### src/rtl/pulse_meter.sv
// pulse_meter: measures high time, low time and period of a sampled pulse waveform,
// counts completed periods and flags inputs that stop toggling.
module pulse_meter #(
    parameter int W           = 16,
    parameter int SYNC_STAGES = 2,
    parameter int TIMEOUT     = 1000
) (
    input  logic         clock,
    input  logic         reset,
    input  logic         sig_in,
    output logic [W-1:0] high_width,
    output logic [W-1:0] low_width,
    output logic [W-1:0] period,
    output logic [W-1:0] pulse_count,
    output logic         meas_valid,
    output logic         overflow,
    output logic         stuck
);
    typedef enum logic [1:0] {IDLE, HIGH, LOW} state_t;
    localparam logic [W-1:0] MAX = '1;
    localparam logic [W-1:0] TMO = W'(TIMEOUT);
    logic [SYNC_STAGES-1:0] sync;
    logic                   s_d, rise, fall, tmo;
    logic [W-1:0]           hcnt, lcnt, idle;
    logic [W:0]             sum;
    state_t                 state;
    // Edges are registered so the strobe lands SYNC_STAGES+1 posedges after sampling.
    always_ff @(posedge clock) begin
        if (reset) begin
            sync <= '0;
            s_d  <= 1'b0;
            rise <= 1'b0;
            fall <= 1'b0;
            idle <= '0;
        end else begin
            sync <= {sync[SYNC_STAGES-2:0], sig_in};
            s_d  <= sync[SYNC_STAGES-1];
            rise <= sync[SYNC_STAGES-1] & ~s_d;
            fall <= ~sync[SYNC_STAGES-1] & s_d;
            idle <= (rise | fall) ? '0 : (idle == TMO) ? idle : idle + 1'b1;
        end
    end
    assign sum = {1'b0, hcnt} + {1'b0, lcnt};
    assign tmo = ~rise & ~fall & (idle == TMO - 1'b1);
    always_ff @(posedge clock) begin
        if (reset) begin
            state       <= IDLE;
            hcnt        <= '0;
            lcnt        <= '0;
            high_width  <= '0;
            low_width   <= '0;
            period      <= '0;
            pulse_count <= '0;
            meas_valid  <= 1'b0;
            overflow    <= 1'b0;
            stuck       <= 1'b0;
        end else begin
            meas_valid <= 1'b0;
            if (rise) stuck <= 1'b0;
            else if (tmo) stuck <= 1'b1;
            case (state)
                IDLE: begin
                    if (rise) begin
                        state <= HIGH;
                        hcnt  <= W'(1);
                    end
                end
                HIGH: begin
                    if (tmo) begin
                        state <= IDLE;
                        hcnt  <= '0;
                        lcnt  <= '0;
                    end else if (fall) begin
                        state <= LOW;
                        lcnt  <= W'(1);
                    end else if (hcnt != MAX) begin
                        hcnt <= hcnt + 1'b1;
                    end
                end
                LOW: begin
                    if (rise) begin
                        high_width  <= hcnt;
                        low_width   <= lcnt;
                        period      <= sum[W] ? MAX : sum[W-1:0];
                        overflow    <= (hcnt == MAX) | (lcnt == MAX) | sum[W];
                        pulse_count <= pulse_count + 1'b1;
                        meas_valid  <= 1'b1;
                        state       <= HIGH;
                        hcnt        <= W'(1);
                        lcnt        <= '0;
                    end else if (tmo) begin
                        state <= IDLE;
                        hcnt  <= '0;
                        lcnt  <= '0;
                    end else if (lcnt != MAX) begin
                        lcnt <= lcnt + 1'b1;
                    end
                end
                default: state <= IDLE;
            endcase
        end
    end
endmodule

### config.mk
export PLATFORM = sky130hd
export DESIGN_NAME = pulse_meter
export DESIGN_NICKNAME = d
export VERILOG_FILES = /design/src/rtl/pulse_meter.sv
export SDC_FILE = /design/constraint.sdc
export NUM_CORES = 1
export LEC_CHECK = 0
export BUFFER_PORTS_ARGS = -buffer_cell sky130_fd_sc_hd__buf_2
export CAP_MARGIN = 20
export CORE_AREA = 3 3 113 115
export CTS_CLUSTER_DIAMETER = 60
export CTS_CLUSTER_SIZE = 25
export DETAILED_ROUTE_END_ITERATION = 8
export DIE_AREA = 0 0 116 118
export PLACE_DENSITY = 0.77
export SYNTH_ARGS = -nofsm -noshare
export SYNTH_HDL_FRONTEND = slang
export SYNTH_SLANG_ARGS = --single-unit
### constraint.sdc
create_clock -name clock -period 3.5 [get_ports clock]
set_clock_uncertainty 0.05 [all_clocks]
set_input_delay 1.05 -clock clock [delete_from_list [all_inputs] [get_ports clock]]
set_output_delay 1.05 -clock clock [all_outputs]
set_load 0.05 [all_outputs]
After elaboration in Yosys (flattened, before gate mapping) --
Index checks and enable logic that the tools add are counted.
Storage, ports and cells: output and inout bits 67, register bits 122, logic and storage cells 77
Operators by class: $add $sub $neg 5, bitwise operators 12, mux-type cells 21, equality and inequality tests 14, reduce and logical (&&, ||, !) cells 10
Operators with widths (number):
- $mux 16 | 12
- $add 16x1->16 const B | 4
- $pmux 16 s3 | 1
- $eq 16x10->1 const B | 2
- $eq 16x16->1 const B | 2
- $ne 16x16->1 const B | 2
- $pmux 16 s2 | 1
- $add 16x16->17 | 1
- $ne 3x3->1 const B | 4
- $mux 2 | 5
- $pmux 2 s3 | 1
- $reduce_and 3->1 | 2
- $reduce_or 2->1 | 3
- $not 1->1 | 5
- $reduce_and 5->1 | 1
- $and 1x1->1 | 4
- $ne 4x4->1 const B | 1
- $or 1x1->1 | 3
- $reduce_bool 3->1 | 1
- $eq 2x1->1 const B | 1
- $eq 2x2->1 const B | 1
- $logic_not 2->1 | 1
- $ne 2x2->1 const B | 1
- $reduce_and 2->1 | 1
- other kinds (2) | 2

Logic depth before layout (Yosys ltp) --
Gate-level depths: netlist of the first run.
depth in word-level cells 6, depth in mapped cells 9

Worst setup path after synthesis of the first run --
No wires, ideal clock.
kind flip-flop to flip-flop, start register lcnt[0], end register period[10], library setup time 0.122 ns, cell stages (with the launch flop) 10, required time 3.328 ns, clock period less this slack 2.439 ns, path slack 1.061 ns, arrival time 2.267 ns, cells stage by stage dfxtp_1 ha_1 fa_1 a21oi_1 o211ai_1 a31oi_1 o21ai_0 a41oi_2 buf_2 a21oi_1
On the way: word-level cells in the longest chain between the ends 2
RTL lines:
- from (decl) | RTL line 24 | logic [W-1:0] hcnt, lcnt, idle;
- from (signal assigned) | RTL line 96 | lcnt <= lcnt + 1'b1;
- $add 16x16->17 | RTL line 43 | assign sum = {1'b0, hcnt} + {1'b0, lcnt};
- $mux 16 | RTL line 84 | period <= sum[W] ? MAX : sum[W-1:0];
- to (signal assigned) | RTL line 84
- to (decl) | RTL line 13 | output logic [W-1:0] period,
Every way passes these cells. A chain may end at the register's enable or synchronous reset.

Worst setup path after layout of the first run --
start register hcnt[0], end register period[10]
On the way: word-level cells in the longest chain between the ends 2
RTL lines:
- from (decl) | RTL line 24
- from (signal assigned) | RTL line 77 | hcnt <= hcnt + 1'b1;
- $add 16x16->17 | RTL line 43
- $mux 16 | RTL line 84
Every way passes these cells.

==> qor.csv, run 1 <==
stage;metric;value;unit
run_status;outcome;finished clean;
grt;vias in the first global route;5030;
hold_path;Tightest Hold Check Type;flop to flop;
clock_tree;postcts setup bufs;0;
finish;layout cells sized above 1;0.1553;
timing;Final Setup Violations;0;
pwr;leakage;2.740;nW
pwr;Sw Ratio;0.2059;
yosys;Mapped Avg Cell Area;8.147;sq um
pwr;Net Switching;0.7139;mW
routing;1st-pass router iterations;5;
yosys;top-area cell type share of the netlist area;0.4118;
timing;RSZ-0062 raised after global routing;no;
yosys;Netlist cell types;61;
finish;# fillers;1074;
yosys;Mapped Area;0.005931;sq mm
grt;GRT Util Overall;0.2141;
yosys;Post-Synthesis Cells;728;
routing;Vias;5420;
timing;Final Hold Viols;0;
clock_tree;clk buf depth;2;
pwr;share of power burned in registers;0.408;
floorplan;Initial Util;0.4979;
timing;fmax;0.3577;GHz
finish;Final nets;821;
finish;Seq. cell area;0.002442;sq mm
yosys;Mapped Nets;757;
routing;routed wire length;14.30;mm
finish;diode count;0;
yosys;#FFs+latches synth;122;
routing;Iter 0 DRT Violations;391;
timing;Fin Setup TNS;0;ps
worst_setup_path;worst endpoint required time;3750;ps
clock_tree;clock root cell;clkbuf_16;
floorplan;CORE AREA;0.01191;sq mm
worst_setup_path;Worst Path Class, Setup;flop to flop;
finish;fin cells;952;
clock_tree;CTS sink cnt;122;
grt;global-route wire length before repair;23.65;mm
yosys;top post-synthesis cells by area;dfxtp_1, a21oi_1, nand2_1, ha_1, o21ai_0;
yosys;sequential element share of the synthesized area;0.4118;
timing;Pins Over Slew Limit;0;
routing;DR WL/cell;15.02;um
placement;PortBufs;69;
routing;DRC;0;
timing;Period minus WS final;2795;ps
floorplan;Die W;116;um
clock_tree;post_cts resized;0;
placement;Post-DP HPWL;9.695;mm
worst_setup_path;element type at the critical path end;flop;
finish;most common cell after layout, fill and taps aside;dfxtp_1;
placement;Final Wtd Congestion;0.8772;
routing;Final ANT Viol Nets;0;
yosys;ys async rst share;0;
floorplan;Die Span Y;118;um
yosys;yosys warns;0;
finish;multi-input combinational cell area;0.003288;sq mm
timing;post-route setup slack;704.5;ps
floorplan;io pins;70;
worst_setup_path;Max FO, Critical Path;10;
pwr;Max IR drop VDD;0.4204;mV
clock_tree;CTS tree;built;
timing;worst slew pin tran;840.0;ps
finish;Layout area overhead;18.71;%
pwr;Pint;2.753;mW
clock_tree;H-tree depth;4;
worst_setup_path;Critical Path Start Type;flop;
pwr;PD cells;492.4;mW/mm^2
yosys;main flop type after synthesis;dfxtp_1;
yosys;number of synthesized flops with an enable pin;0;
flow_run;max_cap viols;0;
floorplan;die footprint;0.01369;sq mm
placement;Place WS;718.0;ps
routing;via density per instance;5.693;
pwr;clock power share;0.558;
pwr;Logic pwr share;0.034;
clock_tree;Clock Latency Late Sink;420;ps
finish;post-layout util;0.5911;
finish;commonest non-fill, non-tap cells in the layout;dfxtp_1, nand2_1, a21oi_1, buf_2, nor2_1;
pwr;PnR Total Power;3.467;mW
timing;worst rel slew slack;0.4349;
clock_tree;TritonCTS buffer count;17;
grt;initial antenna violation count;0;
grt;grt ovf;0;
placement;Post-Place Cells;920;
floorplan;Rows;40;
grt;largest net degree at the start of global routing;76;
clock_tree;cts hold-fix bufs;0;
yosys;cell taking the most area after synthesis;dfxtp_1;
clock_tree;clock-pin slew on the worst setup and hold paths;60;ps
worst_setup_path;CP Data Arrival Time;3050;ps
timing;Final period util;0.7987;
[stage by stage]
| stage | cell area [sq um] | hold WS (ps) |
|---|---|---|
| floorplan | 5931 | 333.5 |
| global placement | 6380 | 340.6 |
| detailed placement | 6380 | 342.1 |
| CTS | 7041 | 349.6 |
| global route | 7041 | 379.1 |
| finish | 7041 | 349.7 |
[worst paths after layout]
check,start,endpoint,slack [ps],cells past startpoint
setup / recovery,hcnt[0],period[10],700,9
hold / removal,s_d,rise,350,1
setup reg to reg,hcnt[0],period[10],700,9
hold reg to reg,s_d,rise,350,1
[kinds of logic after synthesis]
family	after synthesis	share of synthesized area
muxes	1	0.001688
adders and majority gates	26	0.05612
xor gates and xnor gates	39	0.05760
AOI/OAI and AO/OA	196	0.1968
buffers and inverters	49	0.03396
and+or+nand+nor	295	0.2420
DFF	122	0.4118
[worst max-delay path: stages (launching register included)]
cell and delay (ps):
dfxtp_1 390, ha_1 270, fa_1 410, a21oi_1 250
o211ai_1 140, a31oi_1 290, o21ai_0 150, a41oi_2 390
buf_4 250, a21oi_1 80
[cell usage after synthesis (2+ instances only)]
| library cell | instances |
|---|---|
| dfxtp_1 | 122 |
| nand2_1 | 106 |
| a21oi_1 | 85 |
| nor2_1 | 57 |
| o21ai_0 | 52 |
| nand3_1 | 33 |
| ha_1 | 25 |
| xor2_1 | 24 |
| nor3_1 | 21 |
| inv_1 | 18 |
| clkbuf_1 | 16 |
| a31oi_1 | 15 |
| xnor2_1 | 15 |
| and3_1 | 13 |
| nand4_1 | 11 |
| nor2b_1 | 10 |
| o31ai_1 | 10 |
| or3_1 | 10 |
| buf_2 | 7 |
| nand2b_1 | 7 |
| buf_1 | 6 |
| a211oi_1 | 5 |
| and2_1 | 5 |
| and4_1 | 3 |
| nand4b_1 | 3 |
| nor3_2 | 3 |
| o211ai_1 | 3 |
| or2_2 | 3 |
| a31o_2 | 2 |
| a41oi_1 | 2 |
| o21a_1 | 2 |
| o21bai_1 | 2 |
| o311ai_0 | 2 |
| o31a_1 | 2 |
| o41ai_1 | 2 |
[sequential cells by signal, indices dropped and copies added (netlist names), 2 cells and up]
register     cells
state            2
hcnt            16
sync             2
lcnt            16
pulse_count     16
low_width       16
high_width      16
period          16
idle            16
[cell type report]
class / count / area share
Inverter: 18 / 0.009597
Clock buffer: 20 / 0.06629
Clock inverter: 12 / 0.02755
Sequential cell: 122 / 0.3469
Tap cell: 147 / 0.02612
Multi-Input combinational cell: 557 / 0.4670
Timing Repair Buffer: 76 / 0.05651
[routing by layer]
metal | share of wire | vias up | GRT usage
li1 | - | 2720 | -
met5 | 0 | - | 0
met1 | 0.46 | 2503 | 0.2783
met3 | 0.057 | 24 | 0.06427
met2 | 0.46 | 173 | 0.3342
met4 | 0.022 | 0 | 0.07759
[power groups by stage]
stage               sequential (mW)  clock [mW]  combinational (mW)
floorplan                      1.44           0              0.0935
finish                         1.41        1.94               0.117
CTS                            1.41        1.96               0.117
global route                   1.41        2.04               0.133
detailed placement             1.44           0               0.116
global placement               1.44           0               0.115
Note: power is estimated with default switching activity, not from simulation.
==> inputs of run 2 (changes only) <==
Settings changed: PLACE_DENSITY 0.77 to 0.8.
Clock period 3.5 ns to 2.28 ns, I/O delays scaled along.
==> run 2 against run 1 <==
Cell count grew 4.0%. Clock power grew 36%. Sequential power grew 54%. Combinational power grew 86%. Non-clock buffer count grew 39. First-iteration DRC count shrank 11%. Critical endpoint is now period[8]. Fmax grew 25%. Power grew 44%. Global-route usage grew 1.1 points. Via count grew 3.8%. Highest routed layer unchanged.
==> qor.csv, run 2 (synthesized netlist as in run 1, its figures left out) <==
stage;metric;value;unit;change
finish;Final nets;860;;was 821
floorplan;Rows;40;;unchanged
worst_setup_path;Critical Path Start Type;flop;;unchanged
hold_path;min-delay src;s_d;;unchanged
flow_run;max_cap viols;0;;unchanged
floorplan;Die W;116;um;unchanged
routing;DR WL/cell;15.45;um;was 15.02 um
finish;Layout area overhead;24.16;%;was 18.71%
clock_tree;cts hold-fix bufs;0;;unchanged
floorplan;Initial Util;0.4979;;unchanged
finish;fin area;0.007363;sq mm;was 0.007041 sq mm
placement;Placed Area;0.006666;sq mm;was 0.006380 sq mm
routing;DRC;0;;unchanged
clock_tree;clock-pin slew on the worst setup and hold paths;50;ps;was 60 ps
pwr;leakage;2.914;nW;was 2.740 nW
timing;fmax;0.4469;GHz;was 0.3577 GHz
worst_setup_path;CP startpoint;lcnt[0];;was hcnt[0]
finish;layout cells sized above 1;0.2147;;was 0.1553
timing;post-route setup slack;42.32;ps;was 704.5 ps
floorplan;Die Span Y;118;um;unchanged
timing;RSZ-0062 raised after global routing;yes;;was no
timing;worst slew pin tran;550.9;ps;was 840.0 ps
routing;routed wire length;15.30;mm;was 14.30 mm
timing;Final Hold Viols;0;;unchanged
worst_setup_path;CP Data Arrival Time;2480;ps;was 3050 ps
timing;Final Setup Violations;0;;unchanged
pwr;Max IR drop VDD;0.5633;mV;was 0.4204 mV
grt;initial antenna violation count;0;;unchanged
grt;global-route wire length before repair;24.96;mm;was 23.65 mm
clock_tree;TritonCTS buffer count;17;;unchanged
hold_path;Tightest Hold Check Type;flop to flop;;unchanged
worst_setup_path;Critical R2R Launch;lcnt[0];;was hcnt[0]
pwr;PnR Total Power;5.009;mW;was 3.467 mW
clock_tree;CTS tree;built;;unchanged
placement;Final Wtd Congestion;0.9385;;was 0.8772
clock_tree;Clock Latency Late Sink;410;ps;was 420 ps
placement;Place WS;12.57;ps;was 718.0 ps
worst_setup_path;worst endpoint required time;2530;ps;was 3750 ps
timing;Final period util;0.9814;;was 0.7987
clock_tree;CTS sink cnt;122;;unchanged
routing;Vias;5626;;was 5420
routing;via density per instance;5.683;;was 5.693
routing;Final ANT Viol Nets;0;;unchanged
routing;1st-pass router iterations;5;;unchanged
placement;PortBufs;69;;unchanged
clock_tree;clk buf depth;2;;unchanged
grt;GRT Util Overall;0.2248;;was 0.2141
placement;Post-DP HPWL;10.21;mm;was 9.695 mm
finish;diode count;0;;unchanged
finish;commonest non-fill, non-tap cells in the layout;dfxtp_1, nand2_1, a21oi_1, buf_2, nor2_1;;unchanged
worst_setup_path;Worst Path Class, Setup;flop to flop;;unchanged
timing;Pins Over Slew Limit;0;;unchanged
run_status;outcome;finished clean;;unchanged
timing;Hold Slack;361.9;ps;was 349.7 ps
routing;Iter 0 DRT Violations;347;;was 391
worst_setup_path;Max FO, Critical Path;3;;was 10
worst_setup_path;element type at the critical path end;flop;;unchanged
timing;worst rel slew slack;0.6289;;was 0.4349
grt;grt ovf;0;;unchanged
grt;largest net degree at the start of global routing;61;;was 76
timing;Period minus WS final;2238;ps;was 2795 ps
floorplan;CORE AREA;0.01191;sq mm;unchanged
grt;vias in the first global route;5158;;was 5030
floorplan;io pins;70;;unchanged
clock_tree;clock root cell;clkbuf_16;;unchanged
finish;most common cell after layout, fill and taps aside;dfxtp_1;;unchanged
clock_tree;H-tree depth;4;;unchanged
floorplan;die footprint;0.01369;sq mm;unchanged
finish;post-layout util;0.6182;;was 0.5911
pwr;PD cells;680.2;mW/mm^2;was 492.4 mW/mm^2
## run 2: cell types whose count changed in the layout (fill, tap and decap cells not counted), sizes merged
cell / previous run / this run
clkinvlp: 2 / 1
bufinv: 5 / 2
clkbuf: 20 / 23
buf: 76 / 115
## run 2: per-layer routing
metal,global-route usage,wire length (um),vias up
li1,-,-,2792
met1,0.2937,6793,2643
met2,0.3554,7304,164
met3,0.05964,807,27
met4,0.08049,391,0
met5,0,0,-
## run 2: worst paths after layout
kind / to / slack [ps] / depth (start not counted)
worst max register to register: period[8] / 40 / 9
worst min-delay path: rise / 360 / 1
worst max-delay path: period[8] / 40 / 9
worst min register to register: rise / 360 / 1
## run 2: through the flow
stage | instances | TNS (ps)
after floorplan | 728 | 0
after global placement | 954 | 0
after detailed placement | 954 | 0
after CTS | 985 | 0
after global routing | 990 | -1254
final | 990 | 0
## run 2: area by class of cell
class / instances / area, sq um
clock inverters: 8 / 92.59
multi-input cells: 557 / 3366
clock buffers: 23 / 488.0
well taps: 147 / 183.9
fillers: 1032 / 4548
flip-flops and latches: 122 / 2446
repair buffers: 115 / 719.4
inverters: 18 / 67.56
## run 2: critical path: stages (launching register included)
cell,delay [ps]
dfxtp_2,330
ha_4,170
fa_2,370
a21oi_2,160
buf_4,130
o21ai_0,110
a2111oi_0,430
nor3_1,110
xnor2_1,200
a21oi_2,80
## run 2: timing repair
item                                    4_1_cts  5_1_grt
gates resized for setup                       0       23
endpoints found under the hold margin         0        0
endpoints found under the setup margin        0       30
buffers inserted                              0        4
## run 2: power by group
part	switching (mW)	internal (mW)
registers	0.0147	2.15
clock network	0.919	1.71
logic	0.139	0.0789
total	1.07	3.94
==> inputs of run 3 (changes only) <==
==> constraint.sdc (replaced) <==
create_clock -name clock -period 2.28 [get_ports clock]
set_clock_uncertainty 0.05 [all_clocks]
set_input_delay 0.228 -clock clock [delete_from_list [all_inputs] [get_ports clock]]
set_output_delay 0.228 -clock clock [all_outputs]
set_load 0.05 [all_outputs]
==> run 3 against run 2 <==
Via count shrank 0.30%. Clock power fell by 4%. Die area did not move. Hold slack got worse by 160 ps. Combinational power fell by 3%. Global-route usage is 0.40 points lower. Fmax fell by 0.15%. Non-clock buffer count is 1 lower. Final area decreased by 0.32%. Critical path depth did not move. Sequential power hardly changed.
==> qor.csv, run 3 (synthesized netlist as in run 1, its figures left out) <==
stage;metric;value;unit;change
run_status;outcome;finished clean;;unchanged
placement;Post-Place Cells;953;;was 954
timing;fmax;0.4462;GHz;was 0.4469 GHz
routing;routed wire length;14.99;mm;was 15.30 mm
pwr;clock power share;0.515;;was 0.524
floorplan;Initial Util;0.4979;;unchanged
routing;via density per instance;5.689;;was 5.683
timing;Final Hold Viols;0;;unchanged
floorplan;Rows;40;;unchanged
clock_tree;H-tree depth;4;;unchanged
worst_setup_path;CP max stage delay;390;ps;was 430 ps
worst_setup_path;Max FO, Critical Path;3;;unchanged
floorplan;Die Span Y;118;um;unchanged
finish;multi-input combinational cell area;0.003386;sq mm;was 0.003366 sq mm
worst_setup_path;Critical R2R Launch;hcnt[0];;was lcnt[0]
grt;vias in the first global route;5115;;was 5158
routing;DR WL/cell;15.20;um;was 15.45 um
routing;Iter 0 DRT Violations;303;;was 347
pwr;leakage;2.895;nW;was 2.914 nW
worst_setup_path;worst endpoint required time;2530;ps;about the same
finish;Final nets;859;;was 860
clock_tree;Clock Latency Late Sink;420;ps;was 410 ps
hold_path;Tightest Hold Check Type;input pin to flop;;was flop to flop
routing;Final ANT Viol Nets;0;;unchanged
timing;Hold Slack;204.3;ps;was 361.9 ps
clock_tree;clock-pin slew on the worst setup and hold paths;50;ps;about the same
finish;post-layout util;0.6162;;was 0.6182
worst_setup_path;Worst Path Class, Setup;flop to flop;;unchanged
timing;Fin Setup TNS;0;ps;unchanged
worst_setup_path;element type at the critical path end;flop;;unchanged
floorplan;Die W;116;um;unchanged
pwr;Net Switching;1.032;mW;was 1.073 mW
finish;diode count;0;;unchanged
grt;grt ovf;0;;unchanged
worst_setup_path;setup slack, reg-to-reg;40;ps;about the same
timing;RSZ-0062 raised after global routing;yes;;unchanged
clock_tree;clock root cell;clkbuf_16;;unchanged
finish;Seq. cell area;0.002446;sq mm;unchanged
clock_tree;CTS tree;built;;unchanged
worst_setup_path;CP Data Arrival Time;2490;ps;was 2480 ps
pwr;PD cells;667.9;mW/mm^2;was 680.2 mW/mm^2
hold_path;min-delay src;reset;;was s_d
worst_setup_path;CP startpoint;hcnt[0];;was lcnt[0]
worst_setup_path;CP cell instances;ha_4 > fa_2 > a21oi_4 > buf_4 > o21ai_0 > a2111oi_2 > nor3_1 > xnor2_1 > a21oi_2;;was ha_4 > fa_2 > a21oi_2 > buf_4 > o21ai_0 > a2111oi_0 > nor3_1 > xnor2_1 > a21oi_2
flow_run;max_cap viols;0;;unchanged
worst_setup_path;Worst setup endpoint;period[8];;unchanged
finish;most common cell after layout, fill and taps aside;dfxtp_1;;unchanged
timing;worst slew pin tran;614.3;ps;was 550.9 ps
worst_setup_path;Critical Path Start Type;flop;;unchanged
grt;GRT Util Overall;0.2208;;was 0.2248
timing;worst rel slew slack;0.5905;;was 0.6289
finish;layout cells sized above 1;0.2110;;was 0.2147
clock_tree;clk buf depth;2;;unchanged
clock_tree;CTS sink cnt;122;;unchanged
pwr;Pint;3.870;mW;was 3.936 mW
clock_tree;TritonCTS buffer count;17;;unchanged
routing;1st-pass router iterations;5;;unchanged
placement;Final Wtd Congestion;0.9436;;was 0.9385
worst_setup_path;RR Endpoint;period[8];;unchanged
pwr;share of power burned in registers;0.442;;was 0.432
timing;Period minus WS final;2241;ps;was 2238 ps
worst_setup_path;Crit-path slowest cell;fa_2;;was a2111oi_0
finish;# fillers;1058;;was 1032
placement;PortBufs;69;;unchanged
finish;commonest non-fill, non-tap cells in the layout;dfxtp_1, nand2_1, a21oi_1, buf_2, nor2_1;;unchanged
pwr;Max IR drop VDD;0.4896;mV;was 0.5633 mV
routing;DRC;0;;unchanged
finish;Layout area overhead;23.76;%;was 24.16%
floorplan;CORE AREA;0.01191;sq mm;unchanged
grt;initial antenna violation count;0;;unchanged
timing;Final period util;0.9829;;was 0.9814
floorplan;io pins;70;;unchanged
grt;global-route wire length before repair;24.32;mm;was 24.96 mm
grt;largest net degree at the start of global routing;61;;unchanged
finish;fin cells;986;;was 990
routing;Vias;5609;;was 5626
pwr;Sw Ratio;0.2105;;was 0.2142
timing;Pins Over Slew Limit;0;;unchanged
timing;Final Setup Violations;0;;unchanged
worst_setup_path;Worst R2R Path Depth;9;;unchanged
floorplan;die footprint;0.01369;sq mm;unchanged
pwr;Logic pwr share;0.043;;about the same
placement;Post-DP HPWL;10.21;mm;about the same
-- run 3: cell count changes in the layout (fill, tap and decap cells not counted), sizes merged --
cell and change:
buf -2, bufinv -1, clkbuf +3, clkinv -4, clkinvlp -1, dlygate4sd3 +1
-- run 3: critical path: cells and delay by family, from the launching register on --
kind / cells / cell delay, ps
AO/OA/AOI/OAI: 4 / 740
adder cells (fa/ha/maj): 2 / 560
flip-flops: 1 / 340
XOR/XNOR: 1 / 210
buffers and inverters: 1 / 130
AND/OR/NAND/NOR: 1 / 100
-- run 3: layer usage --
| metal | track usage | up-vias | wire length, um |
|---|---|---|---|
| met5 | 0 | - | 0 |
| met4 | 0.08774 | 0 | 450 |
| met3 | 0.05964 | 25 | 788 |
| met2 | 0.3486 | 161 | 7118 |
| met1 | 0.2844 | 2637 | 6633 |
| li1 | - | 2786 | - |
-- run 3: metrics by stage --
step           instance area, sq um  worst slack (ps)  total power, mW
6_report                       7340             38.92            4.902
5_1_grt                        7340            -89.82            5.073
4_1_cts                        7211             25.18            4.922
3_5_place_dp                   6646             32.22            2.409
3_3_place_gp                   6646             125.1            2.404
2_1_floorplan                  5939             32.07            2.352
-- run 3: final cells by class --
class / instances / share of cell area
timing repair buffer: 114 / 0.09564
multi-input combinational: 557 / 0.4613
clock buffer: 26 / 0.07075
sequential: 122 / 0.3333
inverter: 18 / 0.009206
clock inverter: 2 / 0.004773
tap: 147 / 0.02506
-- run 3: what timing repair did --
item | 4_1_cts | 5_1_grt
resized for setup | 0 | 27
hold buffers | 1 | 0
endpoints found under the hold margin | 1 | 0
buffers inserted | 0 | 3
setup endpoints to repair | 0 | 32
-- run 3: power groups by stage --
stage | registers, mW | clock network, mW | logic (mW)
6_report | 2.17 | 2.52 | 0.212
5_1_grt | 2.17 | 2.67 | 0.237
4_1_cts | 2.16 | 2.55 | 0.205
3_5_place_dp | 2.21 | 0 | 0.202
3_3_place_gp | 2.21 | 0 | 0.198
2_1_floorplan | 2.21 | 0 | 0.143
-- run 3: worst min-delay path by stage --
| stage | cells past startpoint | endpoint | slack, ps |
|---|---|---|---|
| finish | 3 | high_width[11] | 200 |
| global route | 3 | high_width[8] | 210 |
| CTS | 3 | high_width[11] | 190 |
| detailed placement | 1 | rise | 350 |
| global placement | 1 | rise | 350 |
| floorplan | 1 | s_d | 260 |
